**config.mk**
```make
export PLATFORM = sky130hd
export DESIGN_NAME = bcd_score_keeper
export DESIGN_NICKNAME = d
export VERILOG_FILES = /design/src/rtl/score_pkg.sv /design/src/rtl/bcd_counter.sv /design/src/rtl/bcd_score_keeper.sv
export SDC_FILE = /design/constraint.sdc
export NUM_CORES = 1
export LEC_CHECK = 0
export CAP_MARGIN = 25
export CORE_MARGIN = 8
export CORE_UTILIZATION = 43
export CTS_BUF_LIST = sky130_fd_sc_hd__clkbuf_4 sky130_fd_sc_hd__clkbuf_8
export DETAILED_ROUTE_END_ITERATION = 7
export HOLD_SLACK_MARGIN = 0.02
export PLACE_DENSITY = 0.72
export SETUP_SLACK_MARGIN = 0.2
export SLEW_MARGIN = 0
export SYNTH_ARGS = -nofsm -noshare
export SYNTH_HDL_FRONTEND = slang
export SYNTH_HIERARCHICAL = 1
export SYNTH_SLANG_ARGS = --single-unit
```
**constraint.sdc**
```tcl
create_clock -name clk -period 4.85 [get_ports clk]
set_clock_uncertainty 0.2 [all_clocks]
set_input_delay 1.455 -clock clk [delete_from_list [all_inputs] [get_ports clk]]
set_output_delay 1.455 -clock clk [all_outputs]
set_load 0.01 [all_outputs]
```
**src/rtl/score_pkg.sv**
```systemverilog
// Shared definitions for the BCD score keeper.
// Contents:
//   BCD_NINE / BCD_ZERO : digit limit constants
//   MAX_DIGITS          : widest score any instance supports
//   bcd_digit_t         : one packed BCD digit
//   bcd_gt(a, b)        : multi-digit BCD magnitude compare, MSD first
package score_pkg;

    localparam logic [3:0] BCD_NINE   = 4'd9;
    localparam logic [3:0] BCD_ZERO   = 4'd0;
    localparam int         MAX_DIGITS = 6;

    typedef logic [3:0] bcd_digit_t;

    // Operands are zero-extended to MAX_DIGITS digits by the caller. The
    // first differing digit, scanning from the most significant end, decides.
    function automatic logic bcd_gt(input logic [MAX_DIGITS*4-1:0] a,
                                    input logic [MAX_DIGITS*4-1:0] b);
        logic decided;
        logic result;
        decided = 1'b0;
        result  = 1'b0;
        for (int i = MAX_DIGITS - 1; i >= 0; i--) begin
            if (!decided && (a[i*4 +: 4] != b[i*4 +: 4])) begin
                decided = 1'b1;
                result  = (a[i*4 +: 4] > b[i*4 +: 4]);
            end
        end
        return result;
    endfunction

endpackage

```
**src/rtl/bcd_counter.sv**
```systemverilog
// One player's NUM_DIGITS-digit BCD up/down counter.
// Ports:
//   clk, rst  : clock, asynchronous active-high reset
//   clr       : synchronous clear of count and ovf (highest priority)
//   inc, dec  : +1 / -1 request (inc wins if both are set)
//   sat_mode  : 1 = hold at all-nines, 0 = wrap to zero on overflow
//   count     : packed BCD value, digit 0 in the low nibble
//   ovf       : sticky flag, set by a credit at all-nines
module bcd_counter
    import score_pkg::*;
#(
    parameter int NUM_DIGITS = 2
) (
    input  logic                    clk,
    input  logic                    rst,
    input  logic                    clr,
    input  logic                    inc,
    input  logic                    dec,
    input  logic                    sat_mode,
    output logic [NUM_DIGITS*4-1:0] count,
    output logic                    ovf
);

    // nine_run[d] / zero_run[d]: every digit below d is 9 / 0. These are the
    // ripple carry and borrow into digit d.
    logic [NUM_DIGITS:0]     nine_run;
    logic [NUM_DIGITS:0]     zero_run;
    logic [NUM_DIGITS*4-1:0] inc_val;
    logic [NUM_DIGITS*4-1:0] dec_val;
    logic                    all_nines;
    logic                    all_zeros;

    assign nine_run[0] = 1'b1;
    assign zero_run[0] = 1'b1;

    genvar gi;
    generate
        for (gi = 0; gi < NUM_DIGITS; gi++) begin : g_digit
            bcd_digit_t digit;
            assign digit          = count[gi*4 +: 4];
            assign nine_run[gi+1] = nine_run[gi] & (digit == BCD_NINE);
            assign zero_run[gi+1] = zero_run[gi] & (digit == BCD_ZERO);
            assign inc_val[gi*4 +: 4] = !nine_run[gi] ? digit :
                                        (digit == BCD_NINE) ? BCD_ZERO : digit + 4'd1;
            assign dec_val[gi*4 +: 4] = !zero_run[gi] ? digit :
                                        (digit == BCD_ZERO) ? BCD_NINE : digit - 4'd1;

            a_digit_bcd : assert property (@(posedge clk) disable iff (rst)
                                           digit <= BCD_NINE);
        end
    endgenerate

    assign all_nines = nine_run[NUM_DIGITS];
    assign all_zeros = zero_run[NUM_DIGITS];

    always_ff @(posedge clk or posedge rst) begin
        if (rst) begin
            count <= '0;
            ovf   <= 1'b0;
        end else if (clr) begin
            count <= '0;
            ovf   <= 1'b0;
        end else if (inc) begin
            if (all_nines) begin
                ovf <= 1'b1;
                if (!sat_mode) begin
                    count <= '0;
                end
            end else begin
                count <= inc_val;
            end
        end else if (dec) begin
            // Floor at zero: no borrow out of the top digit.
            if (!all_zeros) begin
                count <= dec_val;
            end
        end
    end

endmodule

```
**src/rtl/bcd_score_keeper.sv**
```systemverilog
// Multi-player BCD score keeper with persistent high-score tracking.
// Ports:
//   clk, rst       : clock, asynchronous active-high reset
//   score_reset    : synchronous clear of all scores and overflow flags
//   hs_clear       : synchronous clear of high_score / high_player
//   verify_out     : event strobe; event_player selects the player,
//                    event_penalty selects -1 (1) or +1 (0)
//   score_out      : player p digit d at [(p*NUM_DIGITS+d)*4 +: 4]
//   overflow       : sticky per-player overflow flags
//   high_score     : best score since rst/hs_clear, BCD
//   high_player    : index of the high-score holder
//   hs_update      : one-cycle pulse when a new high score is loaded
module bcd_score_keeper
    import score_pkg::*;
#(
    parameter int NUM_DIGITS  = 2,
    parameter int NUM_PLAYERS = 2,
    parameter int SAT_MODE    = 1,
    parameter int PLAYER_W    = 3
) (
    input  logic                                clk,
    input  logic                                rst,
    input  logic                                score_reset,
    input  logic                                hs_clear,
    input  logic                                verify_out,
    input  logic [PLAYER_W-1:0]                 event_player,
    input  logic                                event_penalty,
    output logic [NUM_PLAYERS*NUM_DIGITS*4-1:0] score_out,
    output logic [NUM_PLAYERS-1:0]              overflow,
    output logic [NUM_DIGITS*4-1:0]             high_score,
    output logic [PLAYER_W-1:0]                 high_player,
    output logic                                hs_update
);

    localparam int                SW           = NUM_DIGITS * 4;
    localparam logic [PLAYER_W:0] PLAYER_LIMIT = (PLAYER_W+1)'(NUM_PLAYERS);
    localparam logic              SAT_BIT      = (SAT_MODE != 0);

    logic                   event_valid;
    logic [NUM_PLAYERS-1:0] inc_vec;
    logic [NUM_PLAYERS-1:0] dec_vec;

    // Out-of-range player indices are dropped here so no counter sees them.
    assign event_valid = verify_out && ({1'b0, event_player} < PLAYER_LIMIT);

    genvar gi;
    generate
        for (gi = 0; gi < NUM_PLAYERS; gi++) begin : g_player
            logic sel;
            assign sel         = event_valid && (event_player == PLAYER_W'(gi));
            assign inc_vec[gi] = sel && !event_penalty;
            assign dec_vec[gi] = sel && event_penalty;

            bcd_counter #(
                .NUM_DIGITS (NUM_DIGITS)
            ) u_counter (
                .clk      (clk),
                .rst      (rst),
                .clr      (score_reset),
                .inc      (inc_vec[gi]),
                .dec      (dec_vec[gi]),
                .sat_mode (SAT_BIT),
                .count    (score_out[gi*SW +: SW]),
                .ovf      (overflow[gi])
            );
        end
    endgenerate

    // Lowest-index player strictly above the current high score. Works on
    // the registered scores, so the tracker trails score_out by one cycle.
    logic                    found;
    logic [PLAYER_W-1:0]     win_player;
    logic [SW-1:0]           win_score;
    logic [MAX_DIGITS*4-1:0] cand_ext;
    logic [MAX_DIGITS*4-1:0] hs_ext;

    always_comb begin
        found      = 1'b0;
        win_player = '0;
        win_score  = '0;
        cand_ext   = '0;
        hs_ext     = '0;
        hs_ext[SW-1:0] = high_score;
        for (int p = 0; p < NUM_PLAYERS; p++) begin
            cand_ext          = '0;
            cand_ext[SW-1:0]  = score_out[p*SW +: SW];
            if (!found && bcd_gt(cand_ext, hs_ext)) begin
                found      = 1'b1;
                win_player = PLAYER_W'(p);
                win_score  = score_out[p*SW +: SW];
            end
        end
    end

    always_ff @(posedge clk or posedge rst) begin
        if (rst) begin
            high_score  <= '0;
            high_player <= '0;
            hs_update   <= 1'b0;
        end else begin
            hs_update <= 1'b0;
            // A clear overrides a simultaneous new high; the winner is
            // re-found next cycle against the zeroed value.
            if (hs_clear) begin
                high_score  <= '0;
                high_player <= '0;
            end else if (found) begin
                high_score  <= win_score;
                high_player <= win_player;
                hs_update   <= 1'b1;
            end
        end
    end

endmodule

```
==> flow_summary.yaml <==
clock_tree:
  ctsHoldBuffers: 0
  htreeDepth: 1
  post-cts-setup-buffers: 0
  cts_tree: "yes"
  cts.sinks: 28
  clk_pin_slew_ns: 0.09
  insertion_delay_ns: 0.27
  root_buffer: "clkbuf_8"
  cts_made_buffers: 3
  ctsResizeCount: 0
  cts_buffer_depth: 2
critical_path:
  cp-end-kind: "flip-flop"
  required_ns: 4.82
  worstPathArrival_ns: 3.64
  startpoint: "event_player[2]"
  r2r_cells: 7
  cp_max_fo: 21
  endpoint: "g_player[1].u_counter/count[5]"
  r2r_start: "g_player[1].u_counter/count[0]"
  startpoint_type: "primary input"
  setup.worst_path.class: "primary input to flip-flop"
  critical_path.reg2reg.endpoint: "g_player[1].u_counter/count[5]"
  rrSetupSlack_ns: 2.38
global_route:
  grt.overflow.total: 0
  top_usage_layer: "met2"
  grt_pass1_wl_mm: 9.853
  grt_antenna_before_repair: 0
  met3_usage_pct: 2.184
  grt_use_met1_pct: 18.36
  use_met2_pct: 22.17
  grt_max_degree: 22
  first_global_vias: 1992
  track_usage_pct: 13.78
yosys:
  synth.distinct_cells: 55
  synth.largest_area_cell: "dfrtp_1"
  synthTopCellsByCount: "28 x dfrtp_1, 24 x ha_1, 24 x inv_1"
  avgSynthCellArea_um2: 8.741
  synth_warnings: 6
  syn_area_um2: 2526
  synthTopCellsByArea: "dfrtp_1 28%, ha_1 12%, a211oi_2 5.0%, a21oi_1 4.6%, inv_1 3.6%"
  synth_most_common_cell: "dfrtp_1"
  yosys.area.top_type_share_pct: 27.74
  ys.flop_type: "dfrtp_1"
  async_flop_share_pct: 100.0
  yosysSeqAreaShare_pct: 27.74
  synth_edf_count: 0
  syn_inst: 289
  synth-seq-cells: 28
route:
  drc: 0
  vias_per_cell: 5.567
  drtAntennaViolNets: 0
  drt-wirelength-per-cell_um: 14.99
  vias: 2160
  drtIter0Drc: 110
  routed_wl_mm: 5.816
  drt-pass1-iter-count: 4
power_and_ir_drop:
  power.leakage_nw: 1.264
  finalPower_mw: 1.962
  powerDensity_nw_per_um2: 662.2
  ir_drop_v: 0.0003240
floorplanning:
  die_y_um: 92.65
  initial_utilization_pct: 43.44
  die_w_um: 92.65
  num_rows: 28
  dieArea_um2: 8583
  fp.coreArea_um2: 5816
  ioPinCount: 39
final_layout:
  n_antenna_cell: 0
  layout-area-overhead-vs-synth_pct: 17.29
  drive_gt1_share_pct: 12.46
  nets: 347
sta:
  fin_setup_tns_ns: 0
  setup_violations: 0
  final-max-slew-violation-count: 0
  worst_pin_slew_ns: 0.5841
  rsz0062_at_grt: "false"
  max_freq_mhz: 272.0
  relSlewSlack_pct: 60.94
  period_share_pct: 75.80
  period_needed_ns: 3.676
  hold_viol: 0
placed_design:
  place.gp.congestion: 0.7665
  numPortBuffers: 36
  place_hpwl_mm: 4.495
min_path:
  hold_path.class: "flip-flop to flip-flop"
flow_run:
  cap_viol_max_count: 0
run_status:
  status: "completed"
-- routing by layer --
| layer | share of wire (%) | vias up |
|---|---|---|
| li1 | - | 1095 |
| met1 | 47 | 1014 |
| met2 | 47 | 44 |
| met3 | 4.4 | 7 |
| met4 | 1.3 | 0 |
| met5 | 0 | - |
-- where the power goes --
group	switching, mW	total (mW)	internal (mW)
clock network	0.0701	0.181	0.111
registers	0.192	0.504	0.312
logic	0.630	1.28	0.647
-- through the flow --
step | setup WS [ns] | cell area, um^2 | hold WS (ns) | cells | util, %
final | 1.174 | 2963 | 0.3341 | 388 | 50.95
after floorplan | 1.485 | 2534 | 0.3351 | 291 | -
after global placement | 0.9702 | 2892 | 0.3065 | 384 | 49.72
after global routing | 0.9902 | 2963 | 0.3624 | 388 | 50.95
after CTS | 1.181 | 2963 | 0.3321 | 388 | 50.95
after detailed placement | 0.8707 | 2892 | 0.3088 | 384 | 49.72
-- worst min-delay path by stage --
| stage | from | end | slack (ns) | depth (start not counted) |
|---|---|---|---|---|
| floorplan | g_player[0].u_counter/ovf | g_player[0].u_counter/ovf | 0.34 | 2 |
| global placement | g_player[1].u_counter/ovf | g_player[1].u_counter/ovf | 0.31 | 2 |
| detailed placement | g_player[1].u_counter/ovf | g_player[1].u_counter/ovf | 0.31 | 2 |
| CTS | g_player[1].u_counter/ovf | g_player[1].u_counter/ovf | 0.33 | 2 |
| global route | g_player[0].u_counter/ovf | g_player[0].u_counter/ovf | 0.36 | 2 |
| finish | g_player[1].u_counter/ovf | g_player[1].u_counter/ovf | 0.33 | 2 |
-- area by class of cell --
| class | instances | area (um^2) |
|---|---|---|
| Sequential cell | 28 | 700.7 |
| Inverter | 26 | 97.59 |
| Fill cell | 570 | 2853 |
| Timing Repair Buffer | 40 | 390.4 |
| Clock inverter | 1 | 30.03 |
| Multi-Input combinational cell | 215 | 1609 |
| Clock buffer | 3 | 41.29 |
| Tap cell | 75 | 93.84 |
-- worst max-delay path, stage by stage --
cell and delay [ns]:
clkdlybuf4s50_1 0.39, nor2_1 0.13, nand2_1 0.11, nor3b_2 0.18, buf_4 0.25, nand4b_1 0.12
nor3_1 0.21, a32o_2 0.38, nor2_2 0.09, mux2_4 0.30
-- logic make-up (layout without fill, tap and decap cells) --
family | Yosys count | count (layout) | synth area share [%]
XOR/XNOR | 6 | 6 | 2.080
multiplexers | 12 | 12 | 5.548
buffers and inverters | 48 | 70 | 9.262
other | 2 | 4 | 0.2973
flip-flops | 28 | 28 | 27.74
AO/OA/AOI/OAI | 92 | 92 | 26.70
AND/OR/NAND/NOR | 77 | 77 | 16.49
adder cells (fa/ha/maj) | 24 | 24 | 11.89
-- cells in the final DEF (no fill, tap or decap), drive strengths merged, types with 3 or more instances in the layout --
| master | netlist | layout |
|---|---|---|
| mux2 | 4 | 4 |
| and2 | 4 | 4 |
| o21ai | 24 | 24 |
| nand2b | 3 | 3 |
| or4 | 4 | 4 |
| conb | 2 | 4 |
| nor3 | 3 | 3 |
| buf | 16 | 4 |
| nor2b | 5 | 5 |
| ha | 24 | 24 |
| a211oi | 12 | 12 |
| nand2 | 15 | 15 |
| dfrtp | 28 | 28 |
| nand3 | 4 | 4 |
| a221oi | 3 | 3 |
| xor2 | 4 | 4 |
| mux2i | 8 | 8 |
| clkbuf | 6 | 3 |
| nand4 | 3 | 3 |
| a21oi | 23 | 23 |
| o41ai | 10 | 10 |
| clkdlybuf4s50 | 0 | 36 |
| nor2 | 23 | 23 |
| inv | 26 | 26 |
-- state kept, by name, summed over array words and instances, names as in the netlist --
| signal | count |
|---|---|
| g_player.u_counter/count | 16 |
| high_score | 8 |
| g_player.u_counter/ovf | 2 |
| high_player | 1 |
| hs_update | 1 |
No activity file was read; power rests on OpenSTA's default activity.
